File: src/rtl/sc_lanesched_if.sv
// Handshake and configuration bundle for the lane scheduler.
// The slave modport is the scheduler; the master modport is the game logic and shift datapath.
interface sc_lanesched_if;
    logic       SC_LANESCHED_run_In;
    logic       SC_LANESCHED_cfgWrite_In;
    logic [1:0] SC_LANESCHED_cfgLane_In;
    logic [7:0] SC_LANESCHED_cfgPeriod_In;
    logic       SC_LANESCHED_shiftReady_In;
    logic       SC_LANESCHED_shiftValid_Out;
    logic [1:0] SC_LANESCHED_shiftLane_Out;
    logic [1:0] SC_LANESCHED_shiftselection_Out;
    logic [3:0] SC_LANESCHED_overrun_Out;
    logic       SC_LANESCHED_busy_Out;

    modport slave (
        input  SC_LANESCHED_run_In, SC_LANESCHED_cfgWrite_In, SC_LANESCHED_cfgLane_In,
               SC_LANESCHED_cfgPeriod_In, SC_LANESCHED_shiftReady_In,
        output SC_LANESCHED_shiftValid_Out, SC_LANESCHED_shiftLane_Out,
               SC_LANESCHED_shiftselection_Out, SC_LANESCHED_overrun_Out, SC_LANESCHED_busy_Out
    );

    modport master (
        output SC_LANESCHED_run_In, SC_LANESCHED_cfgWrite_In, SC_LANESCHED_cfgLane_In,
               SC_LANESCHED_cfgPeriod_In, SC_LANESCHED_shiftReady_In,
        input  SC_LANESCHED_shiftValid_Out, SC_LANESCHED_shiftLane_Out,
               SC_LANESCHED_shiftselection_Out, SC_LANESCHED_overrun_Out, SC_LANESCHED_busy_Out
    );
endinterface

File: src/rtl/sc_lanesched.sv
// Round-robin scheduler issuing periodic shift commands for four background lanes.
// Define SC_LANESCHED_OVERRUN_EN to build the sticky per-lane overrun flags.
//
// state    | meaning
// ST_IDLE  | game stopped, nothing issued
// ST_ARB   | pick the next pending lane from the round-robin pointer
// ST_ISSUE | command presented, waiting for shift datapath ready
module sc_lanesched #(
    parameter int PRESCALE  = 50000,
    parameter int NUM_LANES = 4
) (
    input  logic            SC_LANESCHED_CLOCK_50,
    input  logic            SC_LANESCHED_RESET_InHigh,
    sc_lanesched_if.slave   bus
);
    localparam int PW = (PRESCALE > 1) ? $clog2(PRESCALE) : 1;

    localparam logic [1:0] ST_IDLE  = 2'd0;
    localparam logic [1:0] ST_ARB   = 2'd1;
    localparam logic [1:0] ST_ISSUE = 2'd2;

    logic [1:0]           state;
    logic [PW-1:0]        pre;
    logic                 tick;
    logic [7:0]           period [NUM_LANES];
    logic [7:0]           cnt    [NUM_LANES];
    logic [NUM_LANES-1:0] pending, pending_next;
    logic [NUM_LANES-1:0] wr_hit, expire, accept_hit;
    logic [1:0]           ptr, lane, pick, cand;
    logic                 accept;

    assign tick   = bus.SC_LANESCHED_run_In && (pre == PW'(PRESCALE - 1));
    assign accept = (state == ST_ISSUE) && bus.SC_LANESCHED_shiftReady_In;

    // A configuration write to a lane takes precedence over that lane's expiry on the same edge.
    always_comb begin
        wr_hit       = '0;
        expire       = '0;
        accept_hit   = '0;
        pending_next = pending;
        for (int l = 0; l < NUM_LANES; l++) begin
            wr_hit[l]     = bus.SC_LANESCHED_cfgWrite_In && (bus.SC_LANESCHED_cfgLane_In == 2'(l));
            expire[l]     = tick && (period[l] != 8'd0) && (cnt[l] <= 8'd1) && !wr_hit[l];
            accept_hit[l] = accept && (lane == 2'(l));
            if (wr_hit[l] && (bus.SC_LANESCHED_cfgPeriod_In == 8'd0))
                pending_next[l] = 1'b0;
            else if (expire[l])
                pending_next[l] = 1'b1;
            else if (accept_hit[l])
                pending_next[l] = 1'b0;
        end
    end

    // Scan downward so the smallest offset from the pointer wins.
    always_comb begin
        pick = ptr;
        cand = '0;
        for (int i = NUM_LANES - 1; i >= 0; i--) begin
            cand = ptr + 2'(i);
            if (pending[cand])
                pick = cand;
        end
    end

    always_ff @(posedge SC_LANESCHED_CLOCK_50) begin
        if (SC_LANESCHED_RESET_InHigh) begin
            state   <= ST_IDLE;
            pre     <= '0;
            ptr     <= '0;
            lane    <= '0;
            pending <= '0;
            for (int l = 0; l < NUM_LANES; l++) begin
                period[l] <= '0;
                cnt[l]    <= '0;
            end
        end else begin
            if (bus.SC_LANESCHED_run_In)
                pre <= tick ? '0 : pre + PW'(1);
            for (int l = 0; l < NUM_LANES; l++) begin
                if (wr_hit[l]) begin
                    period[l] <= bus.SC_LANESCHED_cfgPeriod_In;
                    cnt[l]    <= bus.SC_LANESCHED_cfgPeriod_In;
                end else if (tick && (period[l] != 8'd0)) begin
                    cnt[l] <= (cnt[l] <= 8'd1) ? period[l] : cnt[l] - 8'd1;
                end
            end
            pending <= pending_next;
            case (state)
                ST_IDLE: begin
                    if (bus.SC_LANESCHED_run_In)
                        state <= ST_ARB;
                end
                ST_ARB: begin
                    if (!bus.SC_LANESCHED_run_In) begin
                        state <= ST_IDLE;
                    end else if (|pending) begin
                        lane  <= pick;
                        state <= ST_ISSUE;
                    end
                end
                ST_ISSUE: begin
                    if (bus.SC_LANESCHED_shiftReady_In) begin
                        ptr   <= lane + 2'd1;
                        state <= bus.SC_LANESCHED_run_In ? ST_ARB : ST_IDLE;
                    end
                end
                default: state <= ST_IDLE;
            endcase
        end
    end

`ifdef SC_LANESCHED_OVERRUN_EN
    logic [NUM_LANES-1:0] ovr;

    always_ff @(posedge SC_LANESCHED_CLOCK_50) begin
        if (SC_LANESCHED_RESET_InHigh) begin
            ovr <= '0;
        end else begin
            for (int l = 0; l < NUM_LANES; l++) begin
                if (wr_hit[l])
                    ovr[l] <= 1'b0;
                else if (expire[l] && pending[l] && !accept_hit[l])
                    ovr[l] <= 1'b1;
            end
        end
    end

    assign bus.SC_LANESCHED_overrun_Out = ovr;
`else
    assign bus.SC_LANESCHED_overrun_Out = 4'b0000;
`endif

    assign bus.SC_LANESCHED_shiftValid_Out     = (state == ST_ISSUE);
    assign bus.SC_LANESCHED_shiftLane_Out      = lane;
    assign bus.SC_LANESCHED_shiftselection_Out = (state != ST_ISSUE) ? 2'b11 :
                                                 (lane[0] ? 2'b01 : 2'b10);
    assign bus.SC_LANESCHED_busy_Out           = (state != ST_IDLE);
endmodule

File: src/flat_wrapper.sv
// flat-port wrapper written by rule: the top's interface ports become plain ports
module sc_lanesched_flat 
#(
    parameter int PRESCALE  = 50000,
    parameter int NUM_LANES = 4
)
  (SC_LANESCHED_CLOCK_50, SC_LANESCHED_RESET_InHigh, bus_SC_LANESCHED_run_In, bus_SC_LANESCHED_cfgWrite_In, bus_SC_LANESCHED_cfgLane_In, bus_SC_LANESCHED_cfgPeriod_In, bus_SC_LANESCHED_shiftReady_In, bus_SC_LANESCHED_shiftValid_Out, bus_SC_LANESCHED_shiftLane_Out, bus_SC_LANESCHED_shiftselection_Out, bus_SC_LANESCHED_overrun_Out, bus_SC_LANESCHED_busy_Out);
  sc_lanesched_if bus_i ();
  input  logic SC_LANESCHED_CLOCK_50;
  input  logic SC_LANESCHED_RESET_InHigh;
  input wire logic [$bits(bus_i.SC_LANESCHED_run_In)-1:0] bus_SC_LANESCHED_run_In;
  input wire logic [$bits(bus_i.SC_LANESCHED_cfgWrite_In)-1:0] bus_SC_LANESCHED_cfgWrite_In;
  input wire logic [$bits(bus_i.SC_LANESCHED_cfgLane_In)-1:0] bus_SC_LANESCHED_cfgLane_In;
  input wire logic [$bits(bus_i.SC_LANESCHED_cfgPeriod_In)-1:0] bus_SC_LANESCHED_cfgPeriod_In;
  input wire logic [$bits(bus_i.SC_LANESCHED_shiftReady_In)-1:0] bus_SC_LANESCHED_shiftReady_In;
  output wire logic [$bits(bus_i.SC_LANESCHED_shiftValid_Out)-1:0] bus_SC_LANESCHED_shiftValid_Out;
  output wire logic [$bits(bus_i.SC_LANESCHED_shiftLane_Out)-1:0] bus_SC_LANESCHED_shiftLane_Out;
  output wire logic [$bits(bus_i.SC_LANESCHED_shiftselection_Out)-1:0] bus_SC_LANESCHED_shiftselection_Out;
  output wire logic [$bits(bus_i.SC_LANESCHED_overrun_Out)-1:0] bus_SC_LANESCHED_overrun_Out;
  output wire logic [$bits(bus_i.SC_LANESCHED_busy_Out)-1:0] bus_SC_LANESCHED_busy_Out;
  assign bus_i.SC_LANESCHED_run_In = bus_SC_LANESCHED_run_In;
  assign bus_i.SC_LANESCHED_cfgWrite_In = bus_SC_LANESCHED_cfgWrite_In;
  assign bus_i.SC_LANESCHED_cfgLane_In = bus_SC_LANESCHED_cfgLane_In;
  assign bus_i.SC_LANESCHED_cfgPeriod_In = bus_SC_LANESCHED_cfgPeriod_In;
  assign bus_i.SC_LANESCHED_shiftReady_In = bus_SC_LANESCHED_shiftReady_In;
  assign bus_SC_LANESCHED_shiftValid_Out = bus_i.SC_LANESCHED_shiftValid_Out;
  assign bus_SC_LANESCHED_shiftLane_Out = bus_i.SC_LANESCHED_shiftLane_Out;
  assign bus_SC_LANESCHED_shiftselection_Out = bus_i.SC_LANESCHED_shiftselection_Out;
  assign bus_SC_LANESCHED_overrun_Out = bus_i.SC_LANESCHED_overrun_Out;
  assign bus_SC_LANESCHED_busy_Out = bus_i.SC_LANESCHED_busy_Out;
  sc_lanesched #(.PRESCALE(PRESCALE), .NUM_LANES(NUM_LANES)) u_core (.SC_LANESCHED_CLOCK_50(SC_LANESCHED_CLOCK_50), .SC_LANESCHED_RESET_InHigh(SC_LANESCHED_RESET_InHigh), .bus(bus_i));
endmodule
File: config.mk
export PLATFORM = sky130hd
export DESIGN_NAME = sc_lanesched_flat
export DESIGN_NICKNAME = d
export VERILOG_FILES = /design/src/rtl/sc_lanesched_if.sv /design/src/rtl/sc_lanesched.sv /design/src/flat_wrapper.sv
export SDC_FILE = /design/constraint.sdc
export NUM_CORES = 1
export LEC_CHECK = 0
export ABC_AREA = 0
export CORE_UTILIZATION = 55
export CTS_BUF_LIST = sky130_fd_sc_hd__clkbuf_4
export DETAILED_ROUTE_END_ITERATION = 8
export GPL_ROUTABILITY_DRIVEN = 1
export PLACE_DENSITY = 0.72
export RECOVER_POWER = 25
export SYNTH_ARGS = -nofsm -noshare
export SYNTH_HDL_FRONTEND = slang
export SYNTH_SLANG_ARGS = --single-unit
File: constraint.sdc
create_clock -name SC_LANESCHED_CLOCK_50 -period 3.6 [get_ports SC_LANESCHED_CLOCK_50]
set_input_delay 1.08 -clock SC_LANESCHED_CLOCK_50 [delete_from_list [all_inputs] [get_ports SC_LANESCHED_CLOCK_50]]
set_output_delay 1.08 -clock SC_LANESCHED_CLOCK_50 [all_outputs]
set_load 0.02 [all_outputs]
==> results of run 1 <==
==> stage by stage <==
step	power [mW]	util, %	setup slack, ps	instances	cell area, um2
after floorplan	1.38	-	1060	491	4960
after global placement	1.44	60.1	422	609	5240
after detailed placement	1.45	60.1	372	609	5240
after CTS	2.11	62.1	745	625	5420
after global routing	2.18	62.0	510	625	5410
final	2.10	62.0	649	625	5410
==> layer usage <==
layer	up-vias	share of wire, %
met2	100	47
met5	-	0.11
met4	2	1.7
met3	15	5.6
met1	1718	46
li1	1820	-
==> sequential cells by signal, indices dropped and copies added (netlist names) <==
signal	count
u_core.bus.SC_LANESCHED_shiftLane_Out	2
u_core.cnt	32
u_core.pending	4
u_core.period	32
u_core.pre	16
u_core.ptr	2
u_core.state	2
==> synthesized netlist by cell type (all sizes together) (2+ instances only) <==
cell	instances	area share, %
edfxtp	64	39
nor2	51	4.0
and2	32	4.0
nand2	31	2.4
o21bai	31	4.7
a21oi	29	2.9
inv	27	2.0
dfxtp	26	11
nor4	16	2.3
o21ai	16	1.6
xor2	15	2.7
ha	13	3.3
nand3	12	1.2
xnor2	10	1.8
mux2i	8	1.6
buf	7	1.3
clkbuf	7	0.53
nand2b	7	0.88
or3	7	0.88
nand3b	6	0.91
nand4	6	1.1
o22ai	6	0.76
and3	5	0.66
nor3	5	0.51
nor3b	5	0.76
a211oi	4	0.61
nor2b	4	0.51
o211ai	4	0.61
o31ai	3	0.73
or4	3	0.61
a2bb2oi	2	0.35
a31oi	2	0.25
and3b	2	0.35
nand4b	2	0.35
o22a	2	0.35
o311ai	2	0.35
or2	2	0.25
==> worst max path at each step <==
| stage | from | to | slack [ps] | cells past startpoint |
|---|---|---|---|---|
| after floorplan | bus_SC_LANESCHED_run_In | u_core.cnt[1][6] | 1060 | 6 |
| after global placement | bus_SC_LANESCHED_run_In | u_core.cnt[1][6] | 420 | 6 |
| after detailed placement | bus_SC_LANESCHED_run_In | u_core.cnt[1][6] | 370 | 6 |
| after CTS | u_core.state[1] | bus_SC_LANESCHED_shiftValid_Out | 750 | 2 |
| after global routing | SC_LANESCHED_RESET_InHigh | u_core.cnt[2][2] | 510 | 5 |
| final | SC_LANESCHED_RESET_InHigh | u_core.cnt[2][1] | 650 | 5 |
==> cells by family (layout without fill, tap and decap cells) <==
group	count (synthesis)	count (layout)	share of synthesized area [%]
and+or+nand+nor	200	200	22.5
AOI/OAI and AO/OA	109	109	14.7
DFF	90	90	49.3
buffers and inverters	41	67	3.87
xor gates and xnor gates	25	25	4.42
adders and majority gates	13	13	3.29
muxes	9	9	1.84
other	1	4	0.0757
==> power breakdown <==
group	internal (mW)	total (mW)	leakage, nW	switching [mW]
clock	0.346	0.674	0.100	0.327
sequential	1.17	1.22	0.840	0.0496
combinational	0.0852	0.207	0.980	0.122
==> worst max-delay path, cell delays in order <==
cell and delay [ps]:
dlygate4sd3_1 580, clkbuf_1 750, nor2b_1 250, nand3_1 340, o21bai_1 120
==> final cells by class <==
cell class,instances,area [um2],area share [%]
Tap cell,108,135,2.50
Timing Repair Buffer,24,223,4.12
Clock buffer,9,67.6,1.25
Inverter,27,101,1.87
Multi-Input combinational cell,360,2330,43.1
Clock inverter,7,110,2.04
Sequential cell,90,2440,45.2
==> impl_metrics.tcl, run 1 <==
set metrics [dict create \
    p_per_area_nw_per_um2 388 \
    cts_tree "yes" \
    cts_hold_buffers 0 \
    grt_util_all_layers_pct 22.6 \
    netlist-cell-type-count 58 \
    drt_iter0_drc 169 \
    min_delay_path_depth 2 \
    max_freq_ghz 0.339 \
    final_hold_viol_count 0 \
    most-common-layout-cells "64 x edfxtp_1, 50 x nor2_1, 31 x nand2_1, 31 x o21bai_1" \
    clock-skew-final_ps 18.7 \
    initial_core_util_pct 56.8 \
    whs_ps 506 \
    syn_inst 488 \
    required_ps 3790 \
    syn-mean-instance-area_um2 10.1 \
    status "completed" \
    max_cap_viol_count 0 \
    port_buffers 20 \
    dieArea_um2 9380 \
    grt_pass1_vias 3464 \
    cts_resized 0 \
    numCtsBuffers 9 \
    cp_max_fo 20 \
    slew_headroom_pct 34.1 \
    arrival_ps 3140 \
    ff2ff_path_depth 5 \
    setup_viol 0 \
    drv_slew 0 \
    synth_flop_cell "edfxtp_1" \
    use_met3_pct 4.55 \
    ys_async_sr_fraction_pct 0 \
    p_leak_nw 1.92 \
    start_kind "input pin" \
    dp_hpwl_mm 7.54 \
    grt_max_degree 21 \
    holdPathEnd "u_core.pre[1]" \
    grt_first_pass_wirelength_mm 16.8 \
    pin_count 25 \
    reg2reg_from "u_core.pre[3]" \
    cts_root_buf "clkbuf_4" \
    die_w_um 96.9 \
    drc_errors 0 \
    antenna_found_initial 1 \
    finalCritPeriodShare_pct 82.0 \
    hold_path_class "flip-flop to flip-flop" \
    postRouteAntennaNets 0 \
    drive_above_1_share_pct 5.42 \
    clkTransAtPathRegs_ps 130 \
    fill_cells 713 \
    ys_seq_area_share_pct 49.3 \
    die_h_um 96.9 \
    insertion_delay_ps 440 \
    post_cts.repair.setup_buffers 0 \
    max-clock-path-buffers 2 \
    route.final.wire_length_mm 10.1 \
    vias 3655 \
    r2r_end "u_core.cnt[1][6]" \
    dr.pass1.iters 5 \
    core_area_um2 8720 \
    worstSetupPathType "input pin to flip-flop" \
    cts.sink_count 90 \
    n_antenna_cell 0 \
    grt_overflow 0 \
    mostFrequentLayoutCell "edfxtp_1" \
    vias_per_cell 5.85 \
    cts.htree.levels 3 \
    rsz0062_at_grt "no" \
    synth_area_um2 4950 \
    tns_ps 0 \
    syn2layout_area_growth_pct 9.22 \
    gp_congestion 0.848 \
    min_from "u_core.pre[1]" \
    ys_ff_latch 90 \
    ys.warnings.count 0 \
    busiest_layer "met2" \
    met1_usage_pct 31.2 \
    cp-end-kind "flip-flop" \
    ir_drop_uv 261 \
    nets 540 \
    rows 34 \
    worst-slew-pin-transition_ps 989 \
    grt_use_met2_pct 35.6 \
    synth-edff-count 64 \
    min_period_ps 2950 \
    wire_per_inst_um 16.2 \
    reg2reg_slack_ps 1300 \
]
No activity file was read; power rests on OpenSTA's default activity.
==> inputs of run 2 (changes only) <==
PLACE_DENSITY = 0.75   (was 0.72)
clock period = 2.6 ns   (was 3.6 ns; I/O delays follow)
==> impl_metrics.tcl, run 2 (synthesis results as in run 1) <==
set metrics [dict create \
    rows 34 \
    post_cts.repair.setup_buffers 0 \
    finalCritPeriodShare_pct 98.4 \
    required_ps 1820 \
    start_kind "flip-flop" \
    die_w_um 96.9 \
    drt_iter0_drc 171 \
    grt_util_all_layers_pct 23.2 \
    grt_pass1_vias 3746 \
    p_per_area_nw_per_um2 499 \
    clock-skew-final_ps 21.4 \
    slew_headroom_pct 47.5 \
    postRouteAntennaNets 0 \
    final_hold_viol_count 0 \
    dr.pass1.iters 5 \
    nets 562 \
    numCtsBuffers 9 \
    status "completed" \
    pin_count 25 \
    wire_per_inst_um 16.1 \
    setup_viol 0 \
    reg_top3 "u_core.cnt: 32 flops, u_core.period: 32 flops, u_core.pre: 16 flops" \
    die_h_um 96.9 \
    route.final.wire_length_mm 10.4 \
    insertion_delay_ps 440 \
    worstSetupPathType "flip-flop to output port" \
    cts.htree.levels 3 \
    dp_hpwl_mm 8.04 \
    pre_cts_slack_ps -254 \
    ir_drop_uv 399 \
    hold_path_class "flip-flop to flip-flop" \
    rsz0062_at_grt "no" \
    clkTransAtPathRegs_ps 130 \
    cts_tree "yes" \
    core_area_um2 8720 \
    final_cell_area_um2 5580 \
    gp_congestion 0.857 \
    drc_errors 0 \
    grt_first_pass_wirelength_mm 17.3 \
    min_period_ps 2560 \
    critPathMaxStageDelay_ps 630 \
    fin_ws_ps 42.0 \
    critPathSlowestCell "clkdlybuf4s50_1" \
    total_power_mw 2.78 \
    max_cap_viol_count 0 \
    initial_core_util_pct 56.8 \
    cp_max_fo 7 \
    worst-slew-pin-transition_ps 781 \
    mostFrequentLayoutCell "edfxtp_1" \
    cts_resized 1 \
    vias_per_cell 5.88 \
    port_buffers 20 \
    max_freq_ghz 0.391 \
    crit_buf_inv 2 \
    crit_family "buffers and inverters" \
    max-clock-path-buffers 2 \
    cts_root_buf "clkbuf_4" \
    cts.sink_count 90 \
    cp_cell_sequence "inv_1, nand2_1, clkdlybuf4s50_1" \
    grt_overflow 0 \
    cp-end-kind "output port" \
    arrival_ps 1780 \
    cts_hold_buffers 0 \
    n_antenna_cell 0 \
    drv_slew 0 \
    antenna_found_initial 0 \
    drive_above_1_share_pct 9.46 \
    syn2layout_area_growth_pct 12.8 \
    most-common-layout-cells "64 x edfxtp_1, 50 x nor2_1, 31 x nand2_1, 31 x o21bai_1, 29 x a21oi_1" \
    grt_max_degree 16 \
    dieArea_um2 9380 \
    vias 3804 \
    place_area_um2 5450 \
    p_leak_nw 2.02 \
]
run 2: cell count changes in the layout (fill, tap and decap cells not counted), sizes merged:
cell	change
clkdlybuf4s50	-2
bufinv	-2
clkinv	-1
buf	+20
inv	+2
clkbuf	+3
dlygate4sd3	+2
run 2: per-stage QoR:
| stage | hold WS (ps) | utilization [%] | TNS, ps | cells |
|---|---|---|---|---|
| floorplan | 458 | - | 0 | 491 |
| global placement | 473 | 62.5 | -2770 | 631 |
| detailed placement | 487 | 62.5 | -5680 | 631 |
| CTS | 508 | 64.1 | 0 | 647 |
| global route | 550 | 64.0 | 0 | 647 |
| finish | 525 | 64.0 | 0 | 647 |
run 2: layout make-up:
class | instances | area [um2]
timing repair buffer | 46 | 430
tap | 108 | 135
clock inverter | 6 | 63.8
multi-input combinational | 360 | 2340
fill | 715 | 3140
inverter | 27 | 101
sequential | 90 | 2440
clock buffer | 10 | 75.1
run 2: worst min-delay path, stage by stage (launching register included):
cell	delay (ps)
dfxtp_1	360
nand2b_1	80
a21oi_1	50
run 2: worst paths after layout:
kind                                            startpoint                                     end  slack (ps)  cells after the start
setup / recovery  u_core.bus.SC_LANESCHED_shiftLane_Out[0]  bus_SC_LANESCHED_shiftselection_Out[0]          40                      3
hold / removal                               u_core.pre[1]                           u_core.pre[1]         520                      2
setup reg to reg                             u_core.pre[0]                        u_core.cnt[1][6]         440                      6
hold reg to reg                              u_core.pre[1]                           u_core.pre[1]         520                      2
run 2: routing by layer:
metal  part of all wire [%]  track usage [%]  wire length [um]  vias up
li1                       -                -                 -     1866
met3                    3.4             3.97               359       25
met5                      0                0                 0        -
met2                     51             40.1              5280       93
met1                     43             28.3              4530     1820
met4                    2.4             10.2               246        0
run 2: power breakdown:
part	switching, mW	internal, mW	leakage (nW)	total (mW)
Combinational	0.173	0.141	1.10	0.314
Clock	0.472	0.308	0.0830	0.780
Sequential	0.0718	1.62	0.840	1.69
Total	0.717	2.07	2.02	2.78
==> inputs of run 3 (changes only) <==
CORE_UTILIZATION = 45   (was 55)
GPL_ROUTABILITY_DRIVEN = unset   (was 1)
PLACE_DENSITY = 0.63   (was 0.75)
==> impl_metrics.tcl, run 3 (synthesis results as in run 1) <==
set metrics [dict create \
    status "completed" \
    die_h_um 107 \
    final_cell_area_um2 5660 \
    dieArea_um2 11400 \
    worstSetupPathType "flip-flop to output port" \
    die_w_um 107 \
    busiest_layer "met2" \
    grt_util_all_layers_pct 19.4 \
    cp_max_fo 5 \
    rsz0062_at_grt "no" \
    post_cts.repair.setup_buffers 0 \
    grt_pass1_vias 3603 \
    cts.htree.levels 3 \
    hold_path_class "flip-flop to flip-flop" \
    total_power_mw 3.00 \
    max_freq_ghz 0.404 \
    drt_iter0_drc 174 \
    drive_above_1_share_pct 9.67 \
    cp-end-kind "output port" \
    cts_tree "yes" \
    worst-slew-pin-transition_ps 733 \
    dp_hpwl_mm 7.92 \
    reg_top3 "u_core.cnt: 32 flops, u_core.period: 32 flops, u_core.pre: 16 flops" \
    use_met3_pct 2.43 \
    dr.pass1.iters 4 \
    core_area_um2 10500 \
    vias 3672 \
    fill_cells 900 \
    p_per_area_nw_per_um2 529 \
    grt_use_met2_pct 34.4 \
    cts.sink_count 90 \
    slew_headroom_pct 50.7 \
    max-clock-path-buffers 2 \
    reg2reg_from "u_core.pre[3]" \
    min_period_ps 2480 \
    postRouteAntennaNets 0 \
    vias_per_cell 5.45 \
    clock-skew-final_ps 20.8 \
    setup_viol 0 \
    cp-startpoint "u_core.state[1]" \
    antenna_found_initial 0 \
    syn2layout_area_growth_pct 14.4 \
    cp_cell_sequence "nor2b_2, clkdlybuf4s50_1" \
    critPathMaxStageDelay_ps 640 \
    min_from "u_core.pre[1]" \
    n_antenna_cell 0 \
    arrival_ps 1700 \
    met1_usage_pct 23.5 \
    whs_ps 508 \
    grt_first_pass_wirelength_mm 17.1 \
    most-common-layout-cells "64 x edfxtp_1, 50 x nor2_1, 31 x nand2_1, 31 x o21bai_1, 29 x a21oi_1" \
    ir_drop_uv 289 \
    pin_count 25 \
    start_kind "flip-flop" \
    drv_slew 0 \
    grt_overflow 0 \
    pre_cts_slack_ps -172 \
    mostFrequentLayoutCell "edfxtp_1" \
    clkTransAtPathRegs_ps 150 \
    port_buffers 20 \
    route.final.wire_length_mm 10.3 \
    critPathSlowestCell "clkdlybuf4s50_1" \
    initial_core_util_pct 47.1 \
    place_area_um2 5490 \
    cts_root_buf "clkbuf_4" \
    required_ps 1820 \
    fin_ws_ps 124 \
    finalCritPeriodShare_pct 95.2 \
    rows 37 \
    reg2reg_slack_ps 430 \
    grt_max_degree 22 \
    fin_util_pct 53.9 \
    wire_per_inst_um 15.3 \
    max_cap_viol_count 0 \
    nets 561 \
    final_hold_viol_count 0 \
    insertion_delay_ps 450 \
    numCtsBuffers 9 \
    p_leak_nw 2.04 \
    gp_congestion 0.867 \
    drc_errors 0 \
]
run 3: cell types whose count changed in the layout (fill, tap and decap cells not counted), sizes merged:
cell and change:
bufinv +2, clkbuf -2, clkinv +2, inv -3
run 3: layout make-up:
cell class	count	area, um2	area share (%)
Multi-Input combinational cell	360	2320	40.9
Timing Repair Buffer	45	439	7.76
Clock inverter	7	125	2.21
Tap cell	136	170	3.00
Inverter	27	101	1.79
Clock buffer	9	67.6	1.19
Sequential cell	90	2440	43.2
run 3: final timing paths:
kind                            cells past startpoint                              end
worst max-delay path                                2  bus_SC_LANESCHED_shiftValid_Out
worst min-delay path                                2                    u_core.pre[1]
worst max register to register                      6                 u_core.cnt[1][4]
worst min register to register                      2                    u_core.pre[1]
run 3: report_power, final:
group	switching, mW	internal, mW	leakage, nW
logic	0.171	0.142	1.10
clock network	0.500	0.495	0.101
registers	0.0702	1.62	0.840
run 3: stage by stage:
stage               std cells  setup TNS [ps]
floorplan                 491               0
global placement          658           -2310
detailed placement        658           -4170
CTS                       674               0
global route              674               0
finish                    674               0
run 3: critical path: cells and delay by family, from the launching register on:
family	cells	cell delay [ps]
DFF	1	370
buffers and inverters	1	640
and+or+nand+nor	1	230
run 3: timing repair:
| item | in CTS | in global routing |
|---|---|---|
| endpoints found under the setup margin | 0 | 3 |
| resized for setup | 0 | 2 |
| hold buffers | 0 | 0 |
run 3: per-layer routing:
| metal | vias to the layer above | routed length (um) | share of wire, % |
|---|---|---|---|
| met5 | - | 0 | 0 |
| met4 | 0 | 192 | 1.9 |
| met3 | 15 | 248 | 2.4 |
| met2 | 57 | 5070 | 49 |
| met1 | 1731 | 4830 | 47 |
| li1 | 1869 | - | - |
